[src/rtl/ncr5380_hba_if.sv]
// ncr5380_hba_if: host-side bus of the NCR 5380 adapter.
// Register strobes, DMA handshake, read data and interrupt.
interface ncr5380_hba_if;
  logic       bus_cs;
  logic       ior;
  logic       iow;
  logic       dack;
  logic       eop;
  logic [2:0] bus_rs;
  logic [7:0] wdata;
  logic [7:0] rdata;
  logic       dreq;
  logic       irq;

  modport master (
    output bus_cs, ior, iow, dack, eop,
    output bus_rs, wdata,
    input  rdata, dreq, irq
  );

  modport slave (
    input  bus_cs, ior, iow, dack, eop,
    input  bus_rs, wdata,
    output rdata, dreq, irq
  );
endinterface

[src/rtl/ncr5380_hba.sv]
// ncr5380_hba: NCR 5380-compatible SCSI host adapter front end.
// Define NCR5380_IRQ_EN to build the interrupt logic.
module ncr5380_hba #(
  parameter int DEVS         = 2,
  parameter int HOST_ID      = 7,
  parameter int BUS_FREE_CYC = 8
) (
  input  logic              clk,
  input  logic              reset,
  ncr5380_hba_if.slave      hb,
  output logic              scsi_sel,
  output logic              scsi_atn,
  output logic              scsi_ack,
  output logic              scsi_rst,
  output logic [7:0]        scsi_dout,
  input  logic [DEVS-1:0]   tgt_bsy,
  input  logic [DEVS-1:0]   tgt_req,
  input  logic [DEVS-1:0]   tgt_cd,
  input  logic [DEVS-1:0]   tgt_io,
  input  logic [DEVS-1:0]   tgt_msg,
  input  logic [8*DEVS-1:0] tgt_dout
);
  localparam int CW = $clog2(BUS_FREE_CYC + 1);

  typedef enum logic [1:0] {
    IDLE,
    WAIT,
    ARB
  } arb_t;

  logic          dma_any;
  logic [3:0]    raw, s1, s2, rise;
  logic          e1;
  logic [2:0]    rs1, rs_q;
  logic [7:0]    wd1, wd_q;
  logic          reg_wr, dma_wr, reg_rd;
  logic          dma_ack;
  logic          fall, dma_end;
  logic          eop_seen, eodma_set, rd7;
  logic [7:0]    dout, icr, mr, ser;
  logic [3:0]    tcr;
  logic          dma_en, dma_dir, eodma;
  arb_t          st, st_n;
  logic [CW-1:0] cnt, cnt_n;
  logic          mr0_q, la, aip, free;
  logic          t_req, t_cd, t_io, t_msg;
  logic [7:0]    t_dat;
  logic          pmatch, bsy, mism;
  logic          irq_bit;
  logic [7:0]    cur, icr_rd, csr, bsr, rd;
  logic          unused;

  // bit 0 reg write, 1 dma write, 2 reg read, 3 any dma
  assign dma_any = hb.bus_cs & hb.dack
                 & (hb.ior | hb.iow);
  assign raw = {
    dma_any,
    hb.bus_cs & ~hb.dack & hb.ior,
    hb.bus_cs & hb.dack & hb.iow,
    hb.bus_cs & ~hb.dack & hb.iow
  };
  assign rise      = s1 & ~s2;
  assign fall      = s2[3] & ~s1[3];
  assign dma_end   = fall & dma_en;
  assign eodma_set = dma_end & eop_seen;
  assign rd7       = reg_rd & (rs_q == 3'd7);

  // Sample host strobes and latch address/data on a new access.
  always_ff @(posedge clk or posedge reset) begin
    if (reset) begin
      s1     <= '0;
      s2     <= '0;
      e1     <= 1'b0;
      rs1    <= '0;
      wd1    <= '0;
      rs_q   <= '0;
      wd_q   <= '0;
      reg_wr <= 1'b0;
      dma_wr <= 1'b0;
      reg_rd <= 1'b0;
    end else begin
      s1     <= raw;
      s2     <= s1;
      e1     <= hb.eop & dma_any;
      rs1    <= hb.bus_rs;
      wd1    <= hb.wdata;
      if (|rise[2:0]) begin
        rs_q <= rs1;
        wd_q <= wd1;
      end
      reg_wr <= rise[0];
      dma_wr <= rise[1];
      reg_rd <= rise[2];
    end
  end

  // Host-writable registers and DMA-out data path.
  always_ff @(posedge clk or posedge reset) begin
    if (reset) begin
      dout <= '0;
      icr  <= '0;
      mr   <= '0;
      tcr  <= '0;
      ser  <= '0;
    end else begin
      if (reg_wr) begin
        case (rs_q)
          3'd0:    dout <= wd_q;
          3'd1:    icr  <= wd_q;
          3'd2:    mr   <= wd_q;
          3'd3:    tcr  <= wd_q[3:0];
          3'd4:    ser  <= wd_q;
          default: ;
        endcase
      end
      if (dma_wr && !dma_dir)
        dout <= wd_q;
    end
  end

  // DMA enable/direction, EOP tracking and ACK pulse.
  always_ff @(posedge clk or posedge reset) begin
    if (reset) begin
      dma_en   <= 1'b0;
      dma_dir  <= 1'b0;
      eodma    <= 1'b0;
      eop_seen <= 1'b0;
      dma_ack  <= 1'b0;
    end else begin
      dma_ack <= dma_end;
      if (fall)
        eop_seen <= 1'b0;
      else if (e1)
        eop_seen <= 1'b1;
      if (!mr[1]) begin
        dma_en <= 1'b0;
        eodma  <= 1'b0;
      end else begin
        if (eodma_set) begin
          eodma  <= 1'b1;
          dma_en <= 1'b0;
        end else if (rd7) begin
          eodma  <= 1'b0;
        end
        if (reg_wr && rs_q == 3'd5) begin
          dma_en  <= 1'b1;
          dma_dir <= 1'b0;
        end else if (reg_wr && rs_q == 3'd7) begin
          dma_en  <= 1'b1;
          dma_dir <= 1'b1;
        end
      end
    end
  end

  // Highest-index busy target owns the phase and data lines.
  always_comb begin
    t_req = 1'b0;
    t_cd  = 1'b0;
    t_io  = 1'b0;
    t_msg = 1'b0;
    t_dat = 8'h55;
    for (int i = 0; i < DEVS; i++) begin
      if (tgt_bsy[i]) begin
        t_req = tgt_req[i];
        t_cd  = tgt_cd[i];
        t_io  = tgt_io[i];
        t_msg = tgt_msg[i];
        t_dat = tgt_dout[8*i +: 8];
      end
    end
  end

  assign free = ~(|tgt_bsy) & ~icr[2];
  assign aip  = (st == ARB);

  // Arbitration state, bus-free counter and lost-arbitration flag.
  always_ff @(posedge clk or posedge reset) begin
    if (reset) begin
      st    <= IDLE;
      cnt   <= '0;
      mr0_q <= 1'b0;
      la    <= 1'b0;
    end else begin
      st    <= st_n;
      cnt   <= cnt_n;
      mr0_q <= mr[0];
      if (st == IDLE)
        la <= 1'b0;
      else if (st == ARB && scsi_sel && !icr[3])
        la <= 1'b1;
    end
  end

  // Arbitration next state: wait for a quiet bus, then hold AIP.
  always_comb begin
    st_n  = st;
    cnt_n = cnt;
    unique case (st)
      IDLE: begin
        cnt_n = '0;
        if (mr[0] && !mr0_q)
          st_n = WAIT;
      end
      WAIT: begin
        if (!mr[0])
          st_n = IDLE;
        else if (!free)
          cnt_n = '0;
        else if (cnt == CW'(BUS_FREE_CYC - 1))
          st_n = ARB;
        else
          cnt_n = cnt + CW'(1);
      end
      ARB: begin
        if (!mr[0])
          st_n = IDLE;
      end
      default: st_n = IDLE;
    endcase
  end

  assign pmatch  = (tcr[2:0] == {t_msg, t_cd, t_io});
  assign mism    = dma_en & t_req & ~pmatch;
  assign bsy     = icr[3] | aip | (|tgt_bsy);
  assign hb.dreq = dma_en & t_req & pmatch;

`ifdef NCR5380_IRQ_EN
  logic irq_q, rst_q;

  // Interrupt: any source sets, register 7 read clears, set wins.
  always_ff @(posedge clk or posedge reset) begin
    if (reset) begin
      irq_q <= 1'b0;
      rst_q <= 1'b0;
    end else begin
      rst_q <= icr[7];
      if (eodma_set || mism || (icr[7] && !rst_q))
        irq_q <= 1'b1;
      else if (rd7)
        irq_q <= 1'b0;
    end
  end

  assign irq_bit = irq_q;
`else
  assign irq_bit = 1'b0;
`endif

  assign hb.irq    = irq_bit;
  assign scsi_sel  = icr[2];
  assign scsi_atn  = icr[1];
  assign scsi_rst  = icr[7];
  assign scsi_ack  = icr[4] | dma_ack;
  assign scsi_dout = aip ? 8'(1 << HOST_ID) : dout;

  assign cur    = (icr[0] | aip) ? dout : t_dat;
  assign icr_rd = {icr[7], aip, la, icr[4:0]};
  assign csr    = {icr[7], bsy, t_req, t_msg,
                   t_cd, t_io, icr[2], 1'b0};
  assign bsr    = {eodma, hb.dreq, 1'b0, irq_bit,
                   pmatch, 1'b0, icr[1], scsi_ack};

  // Combinational host read mux.
  always_comb begin
    rd = 8'hFF;
    if (hb.dack) begin
      rd = cur;
    end else begin
      case (hb.bus_rs)
        3'd0:    rd = cur;
        3'd1:    rd = icr_rd;
        3'd2:    rd = mr;
        3'd3:    rd = {4'h0, tcr};
        3'd4:    rd = csr;
        3'd5:    rd = bsr;
        3'd6:    rd = cur;
        default: rd = 8'hFF;
      endcase
    end
  end

  assign hb.rdata = rd;
  assign unused   = ^{ser, icr[6:5]};
endmodule

[src/flat_wrapper.sv]
// flat-port wrapper written by rule: the top's interface ports become plain ports
module ncr5380_hba_flat 
#(
  parameter int DEVS         = 2,
  parameter int HOST_ID      = 7,
  parameter int BUS_FREE_CYC = 8
)
  (clk, reset, scsi_sel, scsi_atn, scsi_ack, scsi_rst, scsi_dout, tgt_bsy, tgt_req, tgt_cd, tgt_io, tgt_msg, tgt_dout, hb_bus_cs, hb_ior, hb_iow, hb_dack, hb_eop, hb_bus_rs, hb_wdata, hb_rdata, hb_dreq, hb_irq);
  ncr5380_hba_if hb_i ();
  input  logic clk;
  input  logic reset;
  output logic scsi_sel;
  output logic scsi_atn;
  output logic scsi_ack;
  output logic scsi_rst;
  output logic [7:0] scsi_dout;
  input  logic [DEVS-1:0] tgt_bsy;
  input  logic [DEVS-1:0] tgt_req;
  input  logic [DEVS-1:0] tgt_cd;
  input  logic [DEVS-1:0] tgt_io;
  input  logic [DEVS-1:0] tgt_msg;
  input  logic [8*DEVS-1:0] tgt_dout;
  input wire logic [$bits(hb_i.bus_cs)-1:0] hb_bus_cs;
  input wire logic [$bits(hb_i.ior)-1:0] hb_ior;
  input wire logic [$bits(hb_i.iow)-1:0] hb_iow;
  input wire logic [$bits(hb_i.dack)-1:0] hb_dack;
  input wire logic [$bits(hb_i.eop)-1:0] hb_eop;
  input wire logic [$bits(hb_i.bus_rs)-1:0] hb_bus_rs;
  input wire logic [$bits(hb_i.wdata)-1:0] hb_wdata;
  output wire logic [$bits(hb_i.rdata)-1:0] hb_rdata;
  output wire logic [$bits(hb_i.dreq)-1:0] hb_dreq;
  output wire logic [$bits(hb_i.irq)-1:0] hb_irq;
  assign hb_i.bus_cs = hb_bus_cs;
  assign hb_i.ior = hb_ior;
  assign hb_i.iow = hb_iow;
  assign hb_i.dack = hb_dack;
  assign hb_i.eop = hb_eop;
  assign hb_i.bus_rs = hb_bus_rs;
  assign hb_i.wdata = hb_wdata;
  assign hb_rdata = hb_i.rdata;
  assign hb_dreq = hb_i.dreq;
  assign hb_irq = hb_i.irq;
  ncr5380_hba #(.DEVS(DEVS), .HOST_ID(HOST_ID), .BUS_FREE_CYC(BUS_FREE_CYC)) u_core (.clk(clk), .reset(reset), .hb(hb_i), .scsi_sel(scsi_sel), .scsi_atn(scsi_atn), .scsi_ack(scsi_ack), .scsi_rst(scsi_rst), .scsi_dout(scsi_dout), .tgt_bsy(tgt_bsy), .tgt_req(tgt_req), .tgt_cd(tgt_cd), .tgt_io(tgt_io), .tgt_msg(tgt_msg), .tgt_dout(tgt_dout));
endmodule
[config.mk]
export PLATFORM = sky130hd
export DESIGN_NAME = ncr5380_hba_flat
export DESIGN_NICKNAME = d
export VERILOG_FILES = /design/src/rtl/ncr5380_hba_if.sv /design/src/rtl/ncr5380_hba.sv /design/src/flat_wrapper.sv
export SDC_FILE = /design/constraint.sdc
export NUM_CORES = 1
export LEC_CHECK = 0
export CORE_MARGIN = 2
export CORE_UTILIZATION = 40
export CTS_BUF_LIST = sky130_fd_sc_hd__clkbuf_4
export DETAILED_ROUTE_END_ITERATION = 16
export SETUP_SLACK_MARGIN = 0.3
export SKIP_LAST_GASP = 1
export SLEW_MARGIN = 20
export SYNTH_ARGS = -nofsm -noshare
export SYNTH_HDL_FRONTEND = slang
export SYNTH_SLANG_ARGS = --single-unit
[constraint.sdc]
create_clock -name clk -period 2.9 [get_ports clk]
set_input_delay 0.29 -clock clk [delete_from_list [all_inputs] [get_ports clk]]
set_output_delay 0.29 -clock clk [all_outputs]
set_load 0.05 [all_outputs]
Word-level counts from Yosys, hierarchy flattened
Index checks and enable logic that the tools add are counted.
W data, S select, Z words.
{"block": "totals", "reg_bits": 75, "inputBits": 44, "output_inout_bits": 22, "word_cells": 140}
{"block": "classes", "n_addsub": 1, "eq_ne": 23, "mux": 40, "n_bitwise": 25, "reduce_logical": 28}
{"cell": "$mux W8", "n": 8}
{"cell": "$pmux W8 S6", "n": 1}
{"cell": "$mux W1", "n": 21}
{"cell": "$eq A3 B3 Y1 const B", "n": 5}
{"cell": "$and A1 B1 Y1", "n": 14}
{"cell": "$eq A3 B2 Y1 const B", "n": 4}
{"cell": "$mux W4", "n": 3}
{"cell": "$reduce_bool A2 Y1", "n": 6}
{"cell": "$mux W2", "n": 5}
{"cell": "$reduce_and A2 Y1", "n": 5}
{"cell": "$ne A3 B3 Y1 const B", "n": 3}
{"cell": "$pmux W4 S2", "n": 1}
{"cell": "$eq A3 B1 Y1 const B", "n": 2}
{"cell": "$logic_and A1 B1 Y1", "n": 6}
{"cell": "$logic_not A3 Y1", "n": 2}
{"cell": "$pmux W2 S3", "n": 1}
{"cell": "$or A1 B1 Y1", "n": 5}
{"cell": "$add A4 B1 Y4 const B", "n": 1}
{"cell": "$eq A4 B3 Y1 const B", "n": 1}
{"cell": "$ne A2 B2 Y1 const B", "n": 2}
{"cell": "$ne A4 B3 Y1 const B", "n": 1}
{"cell": "$not A1 Y1", "n": 4}
{"cell": "$reduce_and A4 Y1", "n": 1}
{"cell": "$reduce_or A2 Y1", "n": 2}
{"cell": "11 further kinds", "n": 13}

Longest topological paths before layout
{"block": "depth", "word_depth": 8, "mapped_depth": 7, "depth_no_buf": 6}

Worst setup path before layout
OpenSTA, ideal clock, no wires.
{"block": "synth_timing", "kind": "input -> output", "startpoint": "input port tgt_bsy[0]", "endpoint": "output port hb_rdata[6]", "t_arrival_ns": 2.226, "required_ns": 2.610, "path_slack_ns": 0.384, "stages": 6, "path_buffers": 1, "path_cell_list": "nor2b_1 buf_2 a22oi_1 xor2_1 nand3_1 o31ai_1"}
{"block": "synth_between", "elab_chain_len": 6, "elab_cells_between_ends": 18, "cone_classes": "eq/ne: 1; mux: 13; bitwise: 3; reduce/logical: 1"}
{"item": "start, declared", "line_no": "flat_wrapper.sv:17", "rtl": "input logic [DEVS-1:0] tgt_bsy;"}
{"item": "$mux W1 (2 in a row)", "line_no": "ncr5380_hba.sv:164", "rtl": "if (tgt_bsy[i]) begin"}
{"item": "$eq A3 B3 Y1 / $and A1 B1 Y1 (equally long branches)"}
{"item": "$and A1 B1 Y1", "line_no": "ncr5380_hba.sv:226", "rtl": "assign hb.dreq = dma_en & t_req & pmatch;"}
{"item": "$pmux W8 S6", "line_no": "ncr5380_hba.sv:270", "rtl": "case (hb.bus_rs)"}
{"item": "$mux W8 *", "line_no": "ncr5380_hba.sv:267", "rtl": "if (hb.dack) begin"}
{"item": "end, declared", "line_no": "flat_wrapper.sv:30", "rtl": "output wire logic [$bits(hb_i.rdata)-1:0] hb_rdata;"}
Every way passes the cells marked *; elsewhere a longest branch is shown, timed or not.

Final worst setup path
{"block": "layout_timing", "startpoint": "register u_core.st[0]", "endpoint": "output port hb_rdata[3]"}
{"block": "layout_between", "elab_chain_len": 5}
{"item": "start, declared", "line_no": "ncr5380_hba.sv:43", "rtl": "arb_t st, st_n;"}
{"item": "start signal, assigned", "line_no": "ncr5380_hba.sv:185", "rtl": "st <= st_n;"}
{"item": "$eq A2 B2 Y1 *", "line_no": "ncr5380_hba.sv:175", "rtl": "assign aip = (st == ARB);"}
{"item": "$or A1 B1 Y1 *", "line_no": "ncr5380_hba.sv:257", "rtl": "assign cur = (icr[0] | aip) ? dout : t_dat;"}
{"item": "$mux W8 *", "line_no": "ncr5380_hba.sv:257"}
{"item": "$pmux W8 S6", "line_no": "ncr5380_hba.sv:270"}
{"item": "$mux W8 *", "line_no": "ncr5380_hba.sv:267"}
Marks and branches as above.

==> results.json <==
{
  "outcome": "finished clean",
  "number_of_hold_violations_in_the_final_report": 0,
  "dp.final_hpwl_mm": 6.30,
  "timing.critical_path.slowest_stage_cell": "sky130_fd_sc_hd__dfrtp_1",
  "dominant_combinational_cell_family_by_area_after_synthesis": "simple AND/OR/NAND/NOR gates",
  "routed_wirelength_mm": 8.67,
  "grt_antenna_before_repair": 0,
  "required_ns": 2.61,
  "final.period_utilization": 0.852,
  "fp.dieW_um": 95.0,
  "postCtsSetupBuffers": 0,
  "detailedRoute.firstIterationViolations": 113,
  "synthesis.instances": 290,
  "antenna_cells_inserted": 0,
  "sw_frac": 0.393,
  "clk_pin_slew_ns": 0.12,
  "pwr-share-seq": 0.417,
  "route.detailed.drc": 0,
  "synth.yosys.seq_area_share": 0.552,
  "final_period_minus_worst_setup_slack_ns": 2.47,
  "synth_async_sr_flop_share": 1.00,
  "detail_route.first_pass.iterations": 4,
  "finalNonFillerCells": 473,
  "power.share.combinational": 0.413,
  "synth-main-ff-cell": "sky130_fd_sc_hd__dfrtp_1",
  "post_synth_instance_area_um2": 3310,
  "initial_utilization": 0.407,
  "cts.root.buffer_cell": "sky130_fd_sc_hd__clkbuf_4",
  "worstPathArrival_ns": 2.18,
  "grt_use_total": 0.206,
  "power_share_of_the_clock_group": 0.170,
  "die_h_um": 95.0,
  "p_int_mw": 2.14,
  "cts_max_path_buffers": 2,
  "grt_setup_unrepaired": "false",
  "muxShareOfSynthArea": 0.132,
  "timing.fmax_mhz": 405,
  "hp-class": "in -> async",
  "power.net_switching_mw": 1.38,
  "critPathMaxStageDelay_ns": 0.48,
  "via_count": 2554,
  "globalRouteOverflowTotal": 0,
  "cp_top_family": "simple AND/OR/NAND/NOR gates",
  "setup.worst_path.end_class": "output port",
  "postSynthAreaPerCell_um2": 11.4,
  "h-tree-depth": 3,
  "finalSetupViolations": 0,
  "route.detailed.vias_per_inst": 5.40,
  "vdd.ir_drop.worst_v": 0.000537,
  "adder_cell_share_of_the_synthesized_area": 0.00378,
  "row_count": 33,
  "drv_cap": 0,
  "drt-wirelength-per-cell_um": 18.3,
  "placedCellCount": 458,
  "yosys_register_bits": 73,
  "worstPathMaxFanout": 10,
  "final_max_slew_viol_count": 0,
  "place.port_buffers": 64,
  "critical_path.startpoint_type": "flip-flop",
  "worstSetupPathType": "reg -> out",
  "clock-skew-final_ns": 0.0167,
  "global_route_wire_length_before_repair_mm": 13.7,
  "grt_start_max_net_pins": 50,
  "synth-edff-count": 0,
  "total_clock_sinks": 73,
  "number_of_global_route_vias_before_repair": 2604,
  "setup_total_negative_slack_ns": 0,
  "worst-slew-pin-transition_ns": 0.667,
  "area_growth_pct": 31.8,
  "ant_nets": 0,
  "slew_headroom": 0.553,
  "clock_latency_ns": 0.42,
  "synth_compound_area_frac": 0.129,
  "post_route_cells_drive_above_1_share": 0.198,
  "top_level_ports": 66,
  "cts_buffers": 9,
  "ys_types": 49,
  "tritoncts": "yes",
  "ys.warnings.count": 0,
  "post_synth_and_or_nand_nor_area_fraction": 0.146,
  "final.fill_count": 718,
  "gp_routability_congestion": 0.908,
  "worstPathCellList": "nand2b_2 > nand2b_4 > a221oi_1 > or3_1 > o211ai_1 > buf_12",
  "critical_path.n_buffers_inverters": 1,
  "core_area_um2": 8130,
  "power-per-cell-area_nw_per_um2": 807,
  "postSynthNetCount": 335,
  "p_leak_nw": 1.91,
  "finalNetCount": 409,
  "die_area_um2": 9020,
  "yosys.area_share.xor_xnor": 0.0106
}
area by class of cell:
| type | count | area, um2 | area share |
|---|---|---|---|
| Sequential cell | 73 | 1830 | 0.419 |
| Timing Repair Buffer | 76 | 831 | 0.190 |
| Inverter | 6 | 22.5 | 0.00516 |
| Multi-Input combinational cell | 198 | 1420 | 0.326 |
| Tap cell | 105 | 131 | 0.0301 |
| Clock inverter | 6 | 60.1 | 0.0138 |
| Clock buffer | 9 | 67.6 | 0.0155 |
sequential cells by signal, summed over array words and instances, names as in the netlist, 2 cells and up:
register     cells
u_core.icr       6
u_core.s1        4
u_core.rs_q      3
u_core.st        2
u_core.tcr       4
u_core.mr        8
u_core.cnt       4
u_core.wd_q      8
u_core.wd1       8
u_core.rs1       3
u_core.dout      8
u_core.s2        4
layout by cell type (no fill, tap or decap), types with 10 or more instances in the layout:
master,n
sky130_fd_sc_hd__a21oi_1,13
sky130_fd_sc_hd__buf_12,10
sky130_fd_sc_hd__buf_4,11
sky130_fd_sc_hd__clkdlybuf4s50_1,50
sky130_fd_sc_hd__dfrtp_1,73
sky130_fd_sc_hd__mux2_1,11
sky130_fd_sc_hd__mux2_2,26
sky130_fd_sc_hd__nand2_1,19
sky130_fd_sc_hd__nor2_1,21
power groups by stage:
stage | logic, mW | clock network [mW] | registers [mW]
6_report | 1.45 | 0.600 | 1.47
5_1_grt | 1.55 | 0.669 | 1.50
4_1_cts | 1.46 | 0.625 | 1.46
3_5_place_dp | 1.46 | 0 | 1.49
3_3_place_gp | 1.45 | 0 | 1.49
2_1_floorplan | 0.879 | 0 | 1.47
cell families (layout without fill, tap and decap cells):
logic type               count (synthesis)  count (layout)
other                                    1               1
adder cells (fa/ha/maj)                  1               1
XOR/XNOR                                 4               4
AO/OA/AOI/OAI                           61              61
multiplexers                            39              39
buffers and inverters                   19              97
AND/OR/NAND/NOR                         92              92
flip-flops                              73              73
stage by stage:
step	total power [mW]	util	instance area, um2	hold slack (ns)	setup slack [ns]
after floorplan	2.35	-	3310	0.321	0.384
after global placement	2.94	0.518	4210	0.355	0.380
after detailed placement	2.95	0.518	4210	0.358	0.323
after CTS	3.54	0.534	4350	0.218	0.311
after global routing	3.73	0.536	4360	0.254	0.307
final	3.52	0.536	4360	0.219	0.428
final timing paths:
kind                                            start  cells after the start                         to  slack, ns
max                          u_core.st[0]$_DFFE_PP0P_                      6                hb_rdata[3]       0.43
max reg2reg                u_core.rs_q[2]$_DFFE_PP0P_                      4  u_core.icr[7]$_DFFE_PP0P_       1.14
min                                             reset                      2    u_core.wd1[3]$_DFF_PP0_       0.22
min in group clk                          hb_wdata[2]                      1    u_core.wd1[2]$_DFF_PP0_       0.30
min reg2reg                    u_core.s1[1]$_DFF_PP0_                      0     u_core.s2[1]$_DFF_PP0_       0.38
max in group asynchronous                       reset                      3   u_core.st[1]$_DFFE_PP0P_       2.04
cells in the mapped netlist (5+ instances only):
cell,number,share of area
sky130_fd_sc_hd__and2_1,8,0.015
sky130_fd_sc_hd__a21oi_1,13,0.020
sky130_fd_sc_hd__clkbuf_1,5,0.0057
sky130_fd_sc_hd__dfrtp_1,73,0.55
sky130_fd_sc_hd__mux2_2,26,0.088
sky130_fd_sc_hd__nor2b_1,10,0.019
sky130_fd_sc_hd__nand2b_1,5,0.0095
sky130_fd_sc_hd__inv_1,6,0.0068
sky130_fd_sc_hd__a221oi_1,7,0.019
sky130_fd_sc_hd__nor3_1,6,0.0091
sky130_fd_sc_hd__a22oi_1,5,0.011
sky130_fd_sc_hd__nor2_1,23,0.026
sky130_fd_sc_hd__mux2_1,11,0.037
sky130_fd_sc_hd__buf_2,7,0.011
sky130_fd_sc_hd__o21ai_0,9,0.014
sky130_fd_sc_hd__nand2_1,19,0.022
routing by layer:
layer | track usage | wire length (um) | vias to the layer above
met5 | 0 | 0 | -
met4 | 0.0592 | 89 | 0
met3 | 0.0535 | 505 | 7
met2 | 0.322 | 4070 | 89
met1 | 0.284 | 4010 | 1257
li1 | - | - | 1201
repair_timing:
action | in CTS | in global routing
gates resized for setup | 6 | 6
setup endpoints to repair | 8 | 12
hold buffers | 0 | 0
(Power assumes the default switching activity.)
